===== src/rtl/rgb_seq_ctrl_if.sv =====
// rgb_seq_ctrl_if: valid/ready write port used to load the rgb_seq_ctrl step table.
interface rgb_seq_ctrl_if #(
    parameter int DEPTH   = 8,
    parameter int DWELL_W = 12
);
    logic                     wr_valid;
    logic                     wr_ready;
    logic [$clog2(DEPTH)-1:0] wr_addr;
    logic [2:0]               wr_color;
    logic [DWELL_W-1:0]       wr_dwell;
    modport master (output wr_valid, wr_addr, wr_color, wr_dwell, input wr_ready);
    modport slave  (input wr_valid, wr_addr, wr_color, wr_dwell, output wr_ready);
endinterface


===== src/rtl/rgb_seq_ctrl.sv =====
// rgb_seq_ctrl: table-driven RGB LED step sequencer (one-shot or looping).
// Optional per-channel PWM brightness when RGB_PWM_EN is defined.
module rgb_seq_ctrl #(
    parameter int TICK_DIV = 12000,
    parameter int DEPTH    = 8,
    parameter int DWELL_W  = 12
) (
    input  logic                     clk,
    input  logic                     rst,
    rgb_seq_ctrl_if.slave            wr,
    input  logic [$clog2(DEPTH):0]   len,
    input  logic                     loop_en,
    input  logic                     start,
    input  logic                     stop,
`ifdef RGB_PWM_EN
    input  logic [3:0]               bright,
`endif
    output logic                     busy,
    output logic [$clog2(DEPTH)-1:0] step_idx,
    output logic                     done,
    output logic                     RGB_R,
    output logic                     RGB_G,
    output logic                     RGB_B
);
    localparam int AW = $clog2(DEPTH);
    localparam int PW = $clog2(TICK_DIV);
    typedef enum logic {IDLE, RUN} state_t;
    state_t state_q, state_d;
    logic [AW-1:0] idx_q, idx_d;
    logic [PW-1:0] pre_q, pre_d;
    logic [DWELL_W-1:0] cnt_q, cnt_d;
    logic [AW:0] len_q, len_d;
    logic loop_q, loop_d, done_q, done_d, tick, last;
    logic [2:0] rgb_q, rgb_d, color;
    logic [2:0] col_q [DEPTH];
    logic [2:0] col_d [DEPTH];
    logic [DWELL_W-1:0] dw_q [DEPTH];
    logic [DWELL_W-1:0] dw_d [DEPTH];
`ifdef RGB_PWM_EN
    logic [3:0] pwm_q;
`endif

    function automatic logic [DWELL_W-1:0] ticks(input logic [DWELL_W-1:0] d);
        return (d == '0) ? DWELL_W'(1) : d;
    endfunction

    assign tick = pre_q == PW'(TICK_DIV - 1);
    assign last = {1'b0, idx_q} == len_q - 1'b1;

    always_comb begin
        state_d = state_q;
        idx_d   = idx_q;
        pre_d   = pre_q;
        cnt_d   = cnt_q;
        len_d   = len_q;
        loop_d  = loop_q;
        done_d  = 1'b0;
        col_d   = col_q;
        dw_d    = dw_q;
        if (state_q == IDLE) begin
            if (wr.wr_valid) begin
                col_d[wr.wr_addr] = wr.wr_color;
                dw_d[wr.wr_addr]  = wr.wr_dwell;
            end
            // start reads col_q/dw_q, so a same-cycle write is not yet visible
            if (start && !stop && len != '0) begin
                state_d = RUN;
                len_d   = (len > (AW+1)'(DEPTH)) ? (AW+1)'(DEPTH) : len;
                loop_d  = loop_en;
                idx_d   = '0;
                pre_d   = '0;
                cnt_d   = ticks(dw_q[0]);
            end
        end else if (stop) begin
            state_d = IDLE;
            idx_d   = '0;
            pre_d   = '0;
            cnt_d   = '0;
        end else begin
            pre_d = tick ? '0 : pre_q + 1'b1;
            if (tick) begin
                if (cnt_q > DWELL_W'(1)) begin
                    cnt_d = cnt_q - 1'b1;
                end else if (!last) begin
                    idx_d = idx_q + 1'b1;
                    cnt_d = ticks(dw_q[idx_q + 1'b1]);
                end else if (loop_q) begin
                    idx_d = '0;
                    cnt_d = ticks(dw_q[0]);
                end else begin
                    state_d = IDLE;
                    done_d  = 1'b1;
                    idx_d   = '0;
                    cnt_d   = '0;
                end
            end
        end
        color = (state_d == RUN) ? col_q[idx_d] : 3'b000;
`ifdef RGB_PWM_EN
        rgb_d = color & {3{pwm_q < bright}};
`else
        rgb_d = color;
`endif
    end

    always_ff @(posedge clk) begin
        if (rst) begin
            state_q <= IDLE;
            idx_q   <= '0;
            pre_q   <= '0;
            cnt_q   <= '0;
            len_q   <= '0;
            loop_q  <= 1'b0;
            done_q  <= 1'b0;
            rgb_q   <= 3'b000;
            col_q   <= '{default: '0};
            dw_q    <= '{default: '0};
        end else begin
            state_q <= state_d;
            idx_q   <= idx_d;
            pre_q   <= pre_d;
            cnt_q   <= cnt_d;
            len_q   <= len_d;
            loop_q  <= loop_d;
            done_q  <= done_d;
            rgb_q   <= rgb_d;
            col_q   <= col_d;
            dw_q    <= dw_d;
        end
    end

`ifdef RGB_PWM_EN
    always_ff @(posedge clk) begin
        if (rst) pwm_q <= '0;
        else     pwm_q <= pwm_q + 1'b1;
    end
`endif

    assign wr.wr_ready = state_q == IDLE;
    assign busy        = state_q == RUN;
    assign step_idx    = idx_q;
    assign done        = done_q;
    assign {RGB_R, RGB_G, RGB_B} = rgb_q;
endmodule


===== src/flat_wrapper.sv =====
// flat-port wrapper written by rule: the top's interface ports become plain ports
module rgb_seq_ctrl_flat 
#(
    parameter int TICK_DIV = 12000,
    parameter int DEPTH    = 8,
    parameter int DWELL_W  = 12
)
  (clk, rst, len, loop_en, start, stop, busy, step_idx, done, RGB_R, RGB_G, RGB_B, wr_wr_valid, wr_wr_addr, wr_wr_color, wr_wr_dwell, wr_wr_ready);
  rgb_seq_ctrl_if #(.DEPTH(DEPTH), .DWELL_W(DWELL_W)) wr_i ();
  input  logic clk;
  input  logic rst;
  input  logic [$clog2(DEPTH):0] len;
  input  logic loop_en;
  input  logic start;
  input  logic stop;
  output logic busy;
  output logic [$clog2(DEPTH)-1:0] step_idx;
  output logic done;
  output logic RGB_R;
  output logic RGB_G;
  output logic RGB_B;
  input wire logic [$bits(wr_i.wr_valid)-1:0] wr_wr_valid;
  input wire logic [$bits(wr_i.wr_addr)-1:0] wr_wr_addr;
  input wire logic [$bits(wr_i.wr_color)-1:0] wr_wr_color;
  input wire logic [$bits(wr_i.wr_dwell)-1:0] wr_wr_dwell;
  output wire logic [$bits(wr_i.wr_ready)-1:0] wr_wr_ready;
  assign wr_i.wr_valid = wr_wr_valid;
  assign wr_i.wr_addr = wr_wr_addr;
  assign wr_i.wr_color = wr_wr_color;
  assign wr_i.wr_dwell = wr_wr_dwell;
  assign wr_wr_ready = wr_i.wr_ready;
  rgb_seq_ctrl #(.TICK_DIV(TICK_DIV), .DEPTH(DEPTH), .DWELL_W(DWELL_W)) u_core (.clk(clk), .rst(rst), .wr(wr_i), .len(len), .loop_en(loop_en), .start(start), .stop(stop), .busy(busy), .step_idx(step_idx), .done(done), .RGB_R(RGB_R), .RGB_G(RGB_G), .RGB_B(RGB_B));
endmodule

===== config.mk =====
export PLATFORM = sky130hd
export DESIGN_NAME = rgb_seq_ctrl_flat
export DESIGN_NICKNAME = d
export VERILOG_FILES = /design/src/rtl/rgb_seq_ctrl_if.sv /design/src/rtl/rgb_seq_ctrl.sv /design/src/flat_wrapper.sv
export SDC_FILE = /design/constraint.sdc
export NUM_CORES = 1
export LEC_CHECK = 0
export CAP_MARGIN = 20
export CORE_MARGIN = 5
export CORE_UTILIZATION = 45
export DETAILED_ROUTE_END_ITERATION = 12
export PLACE_DENSITY = 0.69
export REMOVE_ABC_BUFFERS = 1
export SLEW_MARGIN = 20
export SYNTH_ARGS = -nofsm -noshare
export SYNTH_HDL_FRONTEND = slang
export SYNTH_SLANG_ARGS = --single-unit

===== constraint.sdc =====
create_clock -name clk -period 2.95 [get_ports clk]
set_input_delay 0.59 -clock clk [delete_from_list [all_inputs] [get_ports clk]]
set_output_delay 0.59 -clock clk [all_outputs]
set_load 0.02 [all_outputs]

-- Yosys cells after proc, flatten, opt, wreduce, memory -nomap -nowiden
Index checks and enable logic that the tools add are counted.
- eq/ne operators: 3
- reduce and logical (&&, ||, !) cells: 13
- order comparisons: 6
- bitwise operators: 7
- add/sub/neg operators: 4
- muxes and demuxes: 40
- operator list (kind ; count):
    $mux 12 ; 12
    $bwmux 96 ; 1
    $mux 14 ; 4
    $bmux 12 s3 ; 1
    $demux 12 s3 ; 1
    $mux 3 ; 9
    $bwmux 24 ; 1
    $logic_not 12->1 ; 2
    $add 14x1->14 const B ; 1
    $eq 14x14->1 const B ; 1
    $ge 4x4->1 const B ; 3
    $gt 12x1->1 const B ; 1
    $not 3->4 ; 3
    $sub 12x1->12 const B ; 1
    $bmux 3 s3 ; 1
    $demux 3 s3 ; 1
    $mux 1 ; 8
    $reduce_and 2->1 ; 3
    $reduce_or 6->1 ; 1
    $eq 3x4->1 ; 1
    $gt 4x4->1 const B ; 1
    $lt 4x1->1 const B ; 1
    $mux 4 ; 1
    $not 1->1 ; 4
    8 further kinds ; 10
- input bits: 28
- flip-flop bits (word level): 159
- word-level logic and storage cells: 97
- output and inout bits: 9

-- Depth between registers and ports, before layout
Gate-level depths: netlist of run 1.
- depth after elaboration: 12
- gate-level depth with buffers: 10
- depth with buffers taken out: 9

-- Least setup slack after synthesis of run 1
Ideal clock, no wire load.
- kind: register to register
- start: register u_core.idx_q[1], in the netlist u_core.step_idx[1]
- end: register u_core.cnt_q[0]
- data arrival time: 2651 ps
- clock period less this slack: 2722 ps
- path slack: 228 ps
- library setup time: 71 ps
- cell stages (with the launch flop): 11
- path through: dfxtp_1 > ha_1 > buf_2 > buf_2 > buf_2 > mux4_2 > mux2i_1 > nand3_1 > nor4_1 > o21ai_0 > a21oi_1
- longest elaborated chain between the ends: 12
- ends and longest elaborated chain (element ; RTL line ; text):
    from (decl) ; rgb_seq_ctrl.sv:29 ; logic [AW-1:0] idx_q, idx_d;
    from (signal assigned) ; rgb_seq_ctrl.sv:120 ; idx_q <= idx_d;
    $add 3x1->3 ; rgb_seq_ctrl.sv:86 ; cnt_d = ticks(dw_q[idx_q + 1'b1]);
    $not 3->4 (implied by the code) ; rgb_seq_ctrl.sv:86 ;
    $bmux 12 s3 ; rgb_seq_ctrl.sv:86 ;
    $mux 12 (implied by the code) (2 in a row) ; rgb_seq_ctrl.sv:86 ;
    $logic_not 12->1 ; rgb_seq_ctrl.sv:44 ; return (d == '0) ? DWELL_W'(1) : d;
    $mux 12 ; rgb_seq_ctrl.sv:44 ;
    $mux 12 (*) ; rgb_seq_ctrl.sv:84 ; end else if (!last) begin
    $mux 12 (*) ; rgb_seq_ctrl.sv:82 ; if (cnt_q > DWELL_W'(1)) begin
    $mux 12 (*) ; rgb_seq_ctrl.sv:81 ; if (tick) begin
    $mux 12 (*) ; rgb_seq_ctrl.sv:74 ; end else if (stop) begin
    $mux 12 (*) ; rgb_seq_ctrl.sv:60 ; if (state_q == IDLE) begin
    to (signal assigned) ; rgb_seq_ctrl.sv:122 ; cnt_q <= cnt_d;
    to (decl) ; rgb_seq_ctrl.sv:31 ; logic [DWELL_W-1:0] cnt_q, cnt_d;
Every way passes the cells marked *; elsewhere a longest branch is shown, timed or not. The select of a mux whose other input is x is not followed.
A chain may end at the register's enable or synchronous reset.

-- Final worst setup path of run 1
- start: register u_core.cnt_q[6]
- end: register u_core.rgb_q[2]
- longest elaborated chain between the ends: 9
- ends and longest elaborated chain (element ; RTL line ; text):
    $gt 12x1->1 (*) ; rgb_seq_ctrl.sv:82 ;
    $mux 3 ; rgb_seq_ctrl.sv:82 ;
    $mux 3 ; rgb_seq_ctrl.sv:81 ;
    $mux 3 ; rgb_seq_ctrl.sv:74 ;
    $mux 3 ; rgb_seq_ctrl.sv:60 ;
    $not 3->4 (implied by the code) ; rgb_seq_ctrl.sv:98 ; color = (state_d == RUN) ? col_q[idx_d] : 3'b000;
    $bmux 3 s3 ; rgb_seq_ctrl.sv:98 ;
    $mux 3 (implied by the code) (2 in a row) ; rgb_seq_ctrl.sv:98 ;
    to (signal assigned) ; rgb_seq_ctrl.sv:126 ; rgb_q <= rgb_d;
    to (decl) ; rgb_seq_ctrl.sv:34 ; logic [2:0] rgb_q, rgb_d, color;
Marked as above.

==> results of run 1 <==
[synth_stat cells, types with 2 or more instances]
master,instances
nor3b_1,3
ha_1,5
a21oi_1,83
nor4_1,5
nand4_1,3
a22o_1,3
or4_4,2
nor3_1,20
xor2_1,6
nand2_1,157
o311ai_0,2
dfxtp_1,159
nand3b_1,10
and3_1,8
a31oi_1,5
a221oi_1,7
buf_1,2
nor2b_1,6
o21a_1,4
o41ai_1,2
a211oi_1,6
mux2_2,6
or4_1,2
mux4_2,25
xnor2_1,7
buf_2,6
o31a_1,2
nor2_1,111
mux2i_1,94
nand3_1,8
nand2b_1,2
clkbuf_1,63
a311oi_1,7
inv_1,7
o21ai_0,21
[registers in the layout (all words and copies together), names as in the netlist]
name	flops
u_core.step_idx	3
u_core.pre_q	14
u_core.cnt_q	12
u_core.done	1
u_core.loop_q	1
u_core.dw_q	96
u_core.col_q	24
u_core.busy	1
u_core.len_q	4
u_core.rgb_q	3
[metal layers]
layer  part of all wire [%]  track usage (%)  vias to the layer above
met5                      0                0                        -
met4                    1.9             6.17                        0
met3                    5.0             4.23                       24
met2                     48             32.9                      156
met1                     45             25.7                     3062
li1                       -                -                     3124
[worst max path at each step]
stage	to	cells past startpoint	slack, ns
2_1_floorplan	u_core.cnt_q[2]	7	-0.79
3_3_place_gp	u_core.rgb_q[2]	7	0.18
3_5_place_dp	u_core.rgb_q[2]	8	0.12
4_1_cts	u_core.rgb_q[2]	7	0.16
5_1_grt	u_core.rgb_q[2]	7	0.03
6_report	u_core.rgb_q[2]	7	0.16
[where the power goes]
part | switching (W) | internal (W)
Clock | 0.000916 | 0.00147
Sequential | 0.0000491 | 0.00220
Combinational | 0.000293 | 0.000214
Total | 0.00126 | 0.00389
[critical path: stages (launching register included)]
cell and delay (ns):
dfxtp_1 0.35, or4_4 0.59, or4_4 0.55, o211ai_2 0.21
nand3_2 0.36, mux2i_1 0.28, mux2i_1 0.09, a22o_1 0.25
[metrics by stage]
stage	cell area (um^2)	setup TNS [ns]	total power (W)	util [%]	std cells
after global placement	8340	0	0.00279	50.1	1098
final	8980	0	0.00514	54.0	1130
after detailed placement	8340	0	0.00280	50.1	1098
after global routing	8980	0	0.00533	54.0	1130
after floorplan	7370	-11.51	0.00257	-	806
after CTS	8980	0	0.00517	54.0	1130
[layout by cell type, fill, tap and decap left out, types with 3 or more instances in the layout]
cell	instances
a221oi_1	7
nor2b_1	6
a211oi_1	6
mux2_2	6
nor2_1	111
buf_12	4
inv_6	3
nand3_1	8
dfxtp_1	158
bufinv_16	4
mux2i_1	94
nor4_1	5
nand3b_1	10
nand2_1	157
o21ai_0	21
a311oi_1	7
mux4_2	25
xor2_1	6
a21oi_1	83
buf_4	33
a22o_1	3
and3_1	8
nand4_1	3
a31oi_1	5
o21a_1	4
clkbuf_16	17
nor3_1	19
ha_1	5
xnor2_1	7
clkdlybuf4s50_1	35
inv_1	7
[cell type report]
type	count	area [um^2]	share of cell area, %
tap	220	275	3.07
clock buffer	21	460	5.13
inverter	8	30.0	0.334
timing repair buffer	72	678	7.55
clock inverter	11	179	1.99
multi-input combinational	639	4170	46.5
sequential	159	3180	35.5
[cell families after synthesis]
group | Yosys count
AND/OR/NAND/NOR | 345
flip-flops | 159
AO/OA/AOI/OAI | 151
multiplexers | 125
buffers and inverters | 80
XOR/XNOR | 13
adder cells (fa/ha/maj) | 5
==> flow_metrics.py, run 1 <==
metrics = {
    "global_routing": {
        "grt_pass1_wl_um": 31600,
        "overflow": 0,
        "antenna_found_initial": 0,
        "first_global_vias": 6019,
        "grt_max_degree": 89,
        "grt_use_total_pct": 19.8,
    },
    "clock_tree": {
        "cts_tree": "yes",
        "cts_root_buf": "clkbuf_16",
        "clockBufferDepth": 2,
        "cts_buffers": 17,
        "path_clk_slew_ns": 0.06,
        "cts_htree_levels": 4,
        "clock_latency_ns": 0.43,
        "post_cts_buffers": 0,
        "hold_buffers": 0,
        "cts_num_sinks": 159,
        "cts_resized": 0,
    },
    "critical_path": {
        "worstSetupPathType": "reg2reg",
        "r2r_cells": 7,
        "critPathMaxFanout": 12,
        "timing.rr.start": "u_core.cnt_q[6]",
        "rrSetupSlack_ns": 0.16,
        "crit_required_ns": 3.26,
        "rr_endpoint": "u_core.rgb_q[2]",
        "crit_arrival_ns": 3.10,
        "worstSetupStartpointType": "flop",
        "crit_start": "u_core.cnt_q[6]",
        "cp-end-kind": "flop",
    },
    "drt": {
        "wirelength_um": 19300,
        "first_pass_iters": 5,
        "drtIter0Drc": 453,
        "num_vias": 6366,
        "drc": 0,
        "routedWlPerCell_um": 17.0,
        "postRouteAntennaNets": 0,
        "viasPerCell": 5.63,
    },
    "place": {
        "dpl.hpwl_um": 12500,
        "place_ws_ns": 0.119,
        "gp_congestion": 0.859,
        "port_buffers": 36,
    },
    "sta": {
        "finalSetupViolCount": 0,
        "rsz0062_at_grt": "no",
        "post-route-period-util_pct": 94.6,
        "finalHoldViolations": 0,
        "fmax_ghz": 0.358,
        "slew_headroom_pct": 51.2,
        "tightest_slew_ns": 0.731,
        "finalMaxSlewViolations": 0,
        "hold_ws_ns": 0.452,
        "fin_crit_ns": 2.79,
        "skew_ns": 0.00791,
        "setup_ws_ns": 0.160,
    },
    "worst_hold_path": {
        "min_to": "u_core.dw_q[60]",
        "hp-class": "reg2reg",
        "worstHoldStart": "u_core.dw_q[60]",
        "hold_depth": 2,
    },
    "power_and_ir_drop": {
        "power.density_mw_per_mm2": 573,
        "vdd_drop_max_mv": 0.416,
        "leakagePower_nw": 3.30,
    },
    "cells_and_area": {
        "layout.nets": 930,
        "drive_gt1_share_pct": 11.9,
        "diodes": 0,
        "n_fill_cell": 1486,
        "syn_to_final_growth_pct": 17.3,
    },
    "synth": {
        "synth_compound_area_share_pct": 11.8,
        "synthSimpleGateAreaFrac_pct": 19.7,
        "synth_top_family_by_area": "multiplexers",
        "synth_cells": 878,
        "async_flop_share_pct": 0,
        "synth_edf_count": 0,
        "synth-seq-area-share_pct": 41.6,
        "yosysUniqueCellTypes": 54,
        "ys_ff_latch": 159,
        "synth_top_area_share_pct": 41.6,
        "syn_area_per_cell_um2": 8.72,
        "synth_mux_area_share_pct": 20.5,
        "synth.area.top_cells": "dfxtp_1, mux2i_1, nand2_1",
        "synth_area_mm2": 0.00766,
        "yosysTopAreaCell": "dfxtp_1",
        "yosys_warnings": 0,
        "synth_xor_xnor_area_share_pct": 1.49,
        "synthAdderAreaFrac_pct": 0.817,
        "synth_ff_type": "dfxtp_1",
    },
    "floorplanning": {
        "core-area_mm2": 0.0166,
        "start_util_pct": 46.0,
        "num_io_pins": 37,
        "die_x_um": 140,
        "dieArea_mm2": 0.0197,
        "rows": 47,
        "chipHeight_um": 140,
    },
    "flow_run": {
        "cap_violations": 0,
    },
    "outcome": {
        "status": "complete, no violations",
    },
}
(Power assumes the default switching activity.)
==> inputs of run 2 (changes only) <==
- PLACE_DENSITY: 0.69 -> default
==> run 2 against run 1 <==
  * Clock-buffer cell count shrank 3
  * Non-clock buffer count shrank 7
  * First-iteration DRC count grew 7.5%
  * Setup slack gained 0.087 ns
  * Via count grew 0.49%
  * Highest routed layer unchanged
  * Register-to-register slack gained 0.09 ns
  * Power shrank 3.9%
  * Hold slack gained 0.0034 ns
  * Sequential cell count is the same
  * Sequential share of layout area grew 0.53 points
==> flow_metrics.py, run 2 (same netlist as run 1, synthesis figures left out) <==
metrics = {
    "outcome": {
        "status": "complete, no violations",
    },
    "critical_path": {
        "rr_endpoint": "u_core.rgb_q[2]",
        "worstSetupStartpointType": "flop",
        "cp_num_buf_inv": 0,
        "rrSetupSlack_ns": 0.25,
        "crit_required_ns": 3.27,
        "r2r_cells": 7,
        "timing.rr.start": "u_core.cnt_q[6]",
        "crit_path_cell_trace": "or4_4 > or4_4 > o211ai_2 > nand3_4 > mux2i_1 > mux2i_1 > a22o_1",
        "crit_arrival_ns": 3.03,
        "slowest_stage": "or4_4",
        "slowest_delay_ns": 0.58,
        "cp-end-kind": "flop",
        "path_delay_family": "simple AND/OR/NAND/NOR gates",
        "critPathMaxFanout": 12,
        "worstSetupPathType": "reg2reg",
    },
    "drt": {
        "viasPerCell": 5.70,
        "drc": 0,
        "postRouteAntennaNets": 0,
        "num_vias": 6397,
        "drtIter0Drc": 487,
        "first_pass_iters": 5,
        "wirelength_um": 20700,
        "routedWlPerCell_um": 18.4,
    },
    "power_and_ir_drop": {
        "vdd_drop_max_mv": 0.495,
        "power.density_mw_per_mm2": 559,
        "leakagePower_nw": 3.25,
    },
    "floorplanning": {
        "die_x_um": 140,
        "chipHeight_um": 140,
        "start_util_pct": 46.0,
        "num_io_pins": 37,
        "core-area_mm2": 0.0166,
        "dieArea_mm2": 0.0197,
        "rows": 47,
    },
    "global_routing": {
        "grt_use_total_pct": 21.5,
        "overflow": 0,
        "first_global_vias": 6529,
        "grt_max_degree": 90,
        "antenna_found_initial": 0,
        "grt_pass1_wl_um": 34100,
    },
    "sta": {
        "post-route-period-util_pct": 91.6,
        "fmax_ghz": 0.370,
        "slew_headroom_pct": 45.7,
        "tightest_slew_ns": 0.812,
        "setup_ws_ns": 0.247,
        "finalSetupViolCount": 0,
        "finalHoldViolations": 0,
        "finalMaxSlewViolations": 0,
        "skew_ns": 0.00754,
        "fin_crit_ns": 2.70,
        "rsz0062_at_grt": "no",
    },
    "clock_tree": {
        "post_cts_buffers": 0,
        "cts_root_buf": "clkbuf_16",
        "cts_htree_levels": 4,
        "clock_latency_ns": 0.44,
        "clockBufferDepth": 2,
        "cts_num_sinks": 159,
        "path_clk_slew_ns": 0.07,
        "cts_buffers": 17,
        "cts_tree": "yes",
    },
    "flow_run": {
        "cap_violations": 0,
    },
    "cells_and_area": {
        "syn_to_final_growth_pct": 15.6,
        "largest-register": "u_core.dw_q",
        "final_common_cell": "dfxtp_1",
        "layout.nets": 923,
        "stdcell_area_mm2": 0.00885,
        "n_fill_cell": 1484,
        "reg_top3": "u_core.dw_q x96, u_core.col_q x24, u_core.pre_q x14",
        "layout_common_cells": "dfxtp_1, nand2_1, nor2_1",
        "largest_reg_flops": 96,
        "diodes": 0,
        "drive_gt1_share_pct": 11.3,
    },
    "worst_hold_path": {
        "hold_depth": 2,
        "worstHoldStart": "u_core.dw_q[27]",
        "hp-class": "reg2reg",
        "min_to": "u_core.dw_q[27]",
    },
    "place": {
        "place_ws_ns": 0.0344,
        "port_buffers": 36,
        "dpl.hpwl_um": 13700,
        "place_area_mm2": 0.00826,
        "gp_congestion": 0.876,
    },
}
## run 2: cell types whose count changed in the layout (fill, tap and decap cells not counted), sizes merged
cell | before | now
inv | 10 | 16
clkinvlp | 2 | 1
buf | 37 | 30
clkinv | 3 | 4
clkbuf | 21 | 18
bufinv | 4 | 1
## run 2: tightest hold or removal path: cells and delay by family, from the launching register on
family | cells | cell delay, ns
AOI/OAI and AO/OA | 1 | 0.05
and+or+nand+nor | 1 | 0.05
DFF | 1 | 0.31
## run 2: metrics by stage
step / power (W) / utilization (%) / hold WS (ns) / setup TNS (ns) / std cells
final: 0.00495 / 53.2 / 0.455 / 0 / 1123
after global routing: 0.00515 / 53.2 / 0.480 / 0 / 1123
after detailed placement: 0.00280 / 49.6 / 0.444 / 0 / 1091
after CTS: 0.00499 / 53.1 / 0.458 / 0 / 1123
after global placement: 0.00278 / 49.6 / 0.439 / 0 / 1091
after floorplan: 0.00257 / - / 0.427 / -11.51 / 806
## run 2: what timing repair did
item | in CTS | in global routing
resized for setup | 0 | 1
hold buffers | 0 | 0
endpoints found under the setup margin | 0 | 1
## run 2: layout make-up
type / instances / area, um^2 / share of cell area, %
timing repair buffer: 65 / 601 / 6.79
multi-input combinational: 639 / 4180 / 47.2
sequential: 159 / 3180 / 36.0
tap: 220 / 275 / 3.11
inverter: 8 / 30.0 / 0.339
clock buffer: 18 / 439 / 4.96
clock inverter: 14 / 143 / 1.61
## run 2: how the worst max path moves through the flow
stage | from | end | slack, ns | cells past startpoint
floorplan | u_core.step_idx[0] | u_core.cnt_q[2] | -0.79 | 7
global placement | len[3] | u_core.rgb_q[2] | 0.12 | 8
detailed placement | len[3] | u_core.rgb_q[2] | 0.03 | 8
CTS | u_core.cnt_q[3] | u_core.rgb_q[2] | 0.09 | 7
global route | u_core.len_q[0] | u_core.rgb_q[2] | 0.05 | 8
finish | u_core.cnt_q[6] | u_core.rgb_q[2] | 0.25 | 7
## run 2: routing by layer
metal	vias to the layer above	GRT usage [%]	share of wire [%]
met2	148	35.4	48
li1	3095	-	-
met1	3116	27.5	45
met4	0	9.48	3.0
met5	-	0	0
met3	38	4.09	4.1
## run 2: report_power, final
part,leakage (nW),total [W],internal [W],switching [W]
clock network,0.288,0.00219,0.00121,0.000979
registers,1.29,0.00225,0.00220,0.0000483
logic,1.67,0.000506,0.000206,0.000300
total,3.25,0.00495,0.00362,0.00133
==> inputs of run 3 (changes only) <==
- CTS_CLUSTER_SIZE: default -> 25
==> results of run 3 <==
Same layout as run 2: the final DEF is identical, and so are final timing and power.
==> patch 1 (flow settings as in run 1) <==
Put a register stage on the output `RGB_R`, without a reset. The value now appears one clock later. The other outputs are not delayed to match.
--- a/src/rtl/rgb_seq_ctrl.sv
+++ b/src/rtl/rgb_seq_ctrl.sv
@@ -26,4 +26,6 @@
     localparam int PW = $clog2(TICK_DIV);
     typedef enum logic {IDLE, RUN} state_t;
+
+    logic RGB_R_d;
     state_t state_q, state_d;
     logic [AW-1:0] idx_q, idx_d;
@@ -141,5 +143,9 @@
     assign step_idx    = idx_q;
     assign done        = done_q;
-    assign {RGB_R, RGB_G, RGB_B} = rgb_q;
+    assign {RGB_R_d, RGB_G, RGB_B} = rgb_q;
+    always_ff @(posedge clk) begin
+        RGB_R <= RGB_R_d;
+    end
+
 endmodule
 
Function: changed (Yosys sat finds a counterexample within 4 cycles, from zero or initial values and one cycle with rst high).
==> patch 1 against run 1 <==
Utilization decreased by 0.53 points; hold slack got worse by 0.11 ns; final cell count decreased by 0.18%; area after synthesis increased by 0.26%; largest power group is now registers; total power decreased by 4.8%; wire length decreased by 1.4%; worst setup slack improved by 0.024 ns; sequential cell count increased by 1; sequential share of layout area increased by 0.58 points; count of clock-buffer cells in the layout decreased by 3; final area decreased by 0.99%.
==> patch 1: results (changes against run 1) <==
Hold path:
- The class of the tightest hold or removal check is register to register (unchanged).
- The worst hold path startpoint is u_core.rgb_q[2] (was u_core.dw_q[60]).

Synthesis:
- The average cell area after synthesis is 8.733 um^2 (was 8.720 um^2).
- The proportion of register bits with asynchronous set or reset after synthesis is 0% (unchanged).
- The proportion of synthesized area in mux cells is 20.47% (was 20.53%).
- The compound-gate portion of the synthesized area is 11.75% (was 11.78%).
- Synth top cells by count: sky130_fd_sc_hd__dfxtp_1, sky130_fd_sc_hd__nand2_1, sky130_fd_sc_hd__nor2_1 (unchanged).
- The xor/xnor share of the synthesized area is 1.483% (was 1.487%).
- The number of synthesis warnings is 0 (unchanged).
- The number of distinct library cells after synthesis is 54 (unchanged).
- The share of synthesized cell area in full adder, half adder and majority cells is 0.8150% (was 0.8171%).
- The sequential element share of the synthesized area is 41.73% (was 41.58%).
- Area contributors post-synth: sky130_fd_sc_hd__dfxtp_1, sky130_fd_sc_hd__mux2i_1, sky130_fd_sc_hd__nand2_1 (unchanged).

Placement:
- The number of buffers inserted by port buffering is 36 (unchanged).
- The placed instance count is 1,097 (was 1,098).
- The sum of net half-perimeters after detailed placement is 12,330 um (was 12,470 um).
- The setup slack after placement is 0.1842 ns (was 0.1189 ns).
- The area after detailed placement came to 8320 um^2 (was 8341 um^2).
- The placer congestion estimate was 0.8444 (was 0.8590).

Cells and area:
- The net count reported at finish is 929 (was 930).
- The antenna cell count is 0 (unchanged).
- The layout cell share with drive strength beyond 1 is 11.78% (was 11.87%).

GRT:
- The number of antenna violations at the first check in global routing was 0 (unchanged).
- The first-pass GRT wire length is 30,950 um (was 31,570 um).
- The pin count of the biggest net entering global routing is 49 (was 89).
- The combined global-route utilization of all metal layers is 19.38% (was 19.76%).
- The via count of the first global-routing pass was 5,858 (was 6,019).

Clocking:
- The clock tree root driver cell was sky130_fd_sc_hd__clkbuf_16 (unchanged).
- The number of buffers on the longest clock path is 2 (unchanged).
- The clock latency on the worst-skew pair is 0.43 ns (about the same).
- The level count of the clock H-tree is 4 (unchanged).
- The number of CTS-inserted buffers is 17 (unchanged).

Timing:
- The worst hold slack is 0.3456 ns (was 0.4517 ns).
- The normalized max-slew margin is 55.22% (was 51.25%).
- The worst clock skew is 0.007380 ns (was 0.007914 ns).

Routing:
- The length of the first detailed-routing pass in iterations was 7 (was 5).
- The total number of vias is 6,292 (was 6,366).
- The via density per instance came to 5.578 (was 5.634).
- The DRC marker count from the first detailed-route iteration is 487 (was 453).
- The routed wire length was 19,000 um (was 19,270 um).

Worst setup path:
- The worst setup path endpoint is u_core.rgb_q[2] (unchanged).
- The depth of the most critical reg-to-reg path is 7 (unchanged).
- The biggest fanout along the worst timing path is 12 (unchanged).
- The launch point of the worst reg-to-reg path is u_core.cnt_q[6] (unchanged).
- The type of the setup path with the least slack is register to register (unchanged).
- The endpoint arrival time on the critical path is 3.08 ns (was 3.10 ns).

Outcome:
- Run status: finished, final reports clean (unchanged).

Pwr:
- The worst supply voltage drop on vdd is 445.9 uV (was 416.3 uV).
- The leakage power figure is 3.254 nW (was 3.300 nW).
[patch 1: cell types whose count changed after synthesis]
cell	change
sky130_fd_sc_hd__dfxtp_1	+1
[patch 1: routing by layer]
layer / GRT usage [%] / part of all wire (%) / vias to the layer above
li1: - / - / 3117
met1: 25.55 / 46 / 3014
met2: 31.80 / 48 / 132
met3: 4.064 / 4.2 / 29
met4: 6.476 / 2.0 / 0
met5: 0 / 0 / -
[patch 1: critical path, stage by stage, from the launching register on]
cell,delay [ns]
sky130_fd_sc_hd__dfxtp_1,0.36
sky130_fd_sc_hd__or4_4,0.59
sky130_fd_sc_hd__or4_4,0.54
sky130_fd_sc_hd__o211ai_2,0.21
sky130_fd_sc_hd__nand3_2,0.35
sky130_fd_sc_hd__mux2i_1,0.27
sky130_fd_sc_hd__mux2i_1,0.10
sky130_fd_sc_hd__a22o_1,0.23
[patch 1: cell type report]
class                           count  area [um^2]
Multi-Input combinational cell    639         4173
Sequential cell                   160         3204
Fill cell                        1497         7751
Clock buffer                       18        439.2
Tap cell                          220        275.3
Clock inverter                     13        131.4
Inverter                            8        30.03
Timing Repair Buffer               70        638.1
[patch 1: worst min path at each step]
| stage | to | cells past startpoint |
|---|---|---|
| global placement | u_core.RGB_R | 0 |
| floorplan | u_core.RGB_R | 0 |
| detailed placement | u_core.RGB_R | 0 |
| finish | u_core.RGB_R | 0 |
| CTS | u_core.RGB_R | 0 |
| global route | u_core.RGB_R | 0 |
[patch 1: where the power goes]
group / switching [W] / internal [W]
clock network: 0.000938 / 0.00119
registers: 0.0000468 / 0.00221
logic: 0.000291 / 0.000212
total: 0.00128 / 0.00362
==> patch 2 (config.mk and constraints of run 1) <==
Made on the original files. `TICK_DIV` is set to 12000 in 2 places; all go to 6000.
--- a/src/rtl/rgb_seq_ctrl.sv
+++ b/src/rtl/rgb_seq_ctrl.sv
@@ -2,5 +2,5 @@
 // Optional per-channel PWM brightness when RGB_PWM_EN is defined.
 module rgb_seq_ctrl #(
-    parameter int TICK_DIV = 12000,
+    parameter int TICK_DIV = 6000,
     parameter int DEPTH    = 8,
     parameter int DWELL_W  = 12
--- a/src/flat_wrapper.sv
+++ b/src/flat_wrapper.sv
@@ -2,5 +2,5 @@
 module rgb_seq_ctrl_flat 
 #(
-    parameter int TICK_DIV = 12000,
+    parameter int TICK_DIV = 6000,
     parameter int DEPTH    = 8,
     parameter int DWELL_W  = 12
Function: no difference found for any inputs over 10 cycles, from zero or initial values and one cycle with rst high; that may be too few to reach the edited logic, so the function may still have changed.
==> patch 2 against run 1 <==
Worst setup slack got worse by 0.013 ns; global-route usage up 0.45 points; largest cell class unchanged; wire length is 0.57% higher; highest routed layer unchanged; area after synthesis fell by 1.8%; sequential cell count decreased by 1; count of clock-buffer cells in the layout down 3; final area shrank 1.5%; via count shrank 2.5%; total power fell by 6.4%.
==> patch 2: results (changes against run 1) <==
Worst setup path:
- The worst setup path endpoint is u_core.cnt_q[0] (was u_core.rgb_q[2]).
- The endpoint arrival time on the critical path is 3.16 ns (was 3.10 ns).
- The cell with the largest stage delay on the worst path is sky130_fd_sc_hd__mux4_2 (was sky130_fd_sc_hd__or4_4).
- The depth of the most critical reg-to-reg path is 10 (was 7).

GRT:
- The first-pass GRT wire length came to 31,460 um (was 31,570 um).
- The combined global-route utilization of all metal layers is 20.21% (was 19.76%).
- The pin count of the biggest net entering global routing came to 81 (was 89).
- The via count of the first global-routing pass is 5,883 (was 6,019).

Routing:
- The met2 routed wirelength is 9148 um (was 9293 um).
- The post-route met1 wirelength is 8594 um (was 8652 um).
- The length of routed met3 wiring is 973 um (was 954 um).
- The DRC marker count from the first detailed-route iteration is 525 (was 453).

Synthesis:
- Synth top cells by count: sky130_fd_sc_hd__dfxtp_1, sky130_fd_sc_hd__nand2_1, sky130_fd_sc_hd__nor2_1 (unchanged).
- The share of synthesized cell area in full adder, half adder and majority cells is 0.8321% (was 0.8171%).
- The proportion of synthesized area in mux cells is 19.45% (was 20.53%).

Timing:
- The fraction of the cycle the final worst path needs is 95.01% (was 94.57%).
- The worst clock skew was 0.01152 ns (was 0.007914 ns).
- The normalized max-slew margin came to 49.67% (was 51.25%).

Pwr:
- The net switching power figure came to 0.001298 W (was 0.001258 W).
- The leakage power figure is 3.229 nW (was 3.300 nW).
- The switching power as a share of total power is 26.94% (was 24.44%).

Placement:
- The placer congestion estimate is 0.9325 (was 0.8590).
- The sum of net half-perimeters after detailed placement came to 12,910 um (was 12,470 um).

Cells and area:
- The layout cell share with drive strength beyond 1 is 12.67% (was 11.87%).
- The number of inserted filler cells in the final layout is 1,488 (was 1,486).
- The net count reported at finish is 912 (was 930).

Hold path:
- The end point of the most critical hold path is u_core.dw_q[65] (was u_core.dw_q[60]).

Outcome:
- Run status: finished, final reports clean (unchanged).
patch 2: cell count changes after synthesis, moves of 8 or more:
cell                       change
sky130_fd_sc_hd__o211ai_1     +19
sky130_fd_sc_hd__o21ai_0      -10
sky130_fd_sc_hd__nand2_1      -16
sky130_fd_sc_hd__nor3_1       -13
sky130_fd_sc_hd__nor2_1        -8
sky130_fd_sc_hd__nand3_1      +14
patch 2: final cells by class:
class,count,area (um^2),share of cell area (%)
Clock buffer,18,439.2,4.965
Tap cell,220,275.3,3.112
Multi-Input combinational cell,613,4051,45.81
Timing Repair Buffer,79,755.7,8.544
Inverter,10,37.54,0.4244
Sequential cell,158,3163,35.76
Clock inverter,14,122.6,1.386
patch 2: layer usage:
layer,global-route usage (%),vias up
met5,0,-
li1,-,3055
met1,26.91,2942
met4,8.754,0
met2,32.29,169
met3,3.705,38
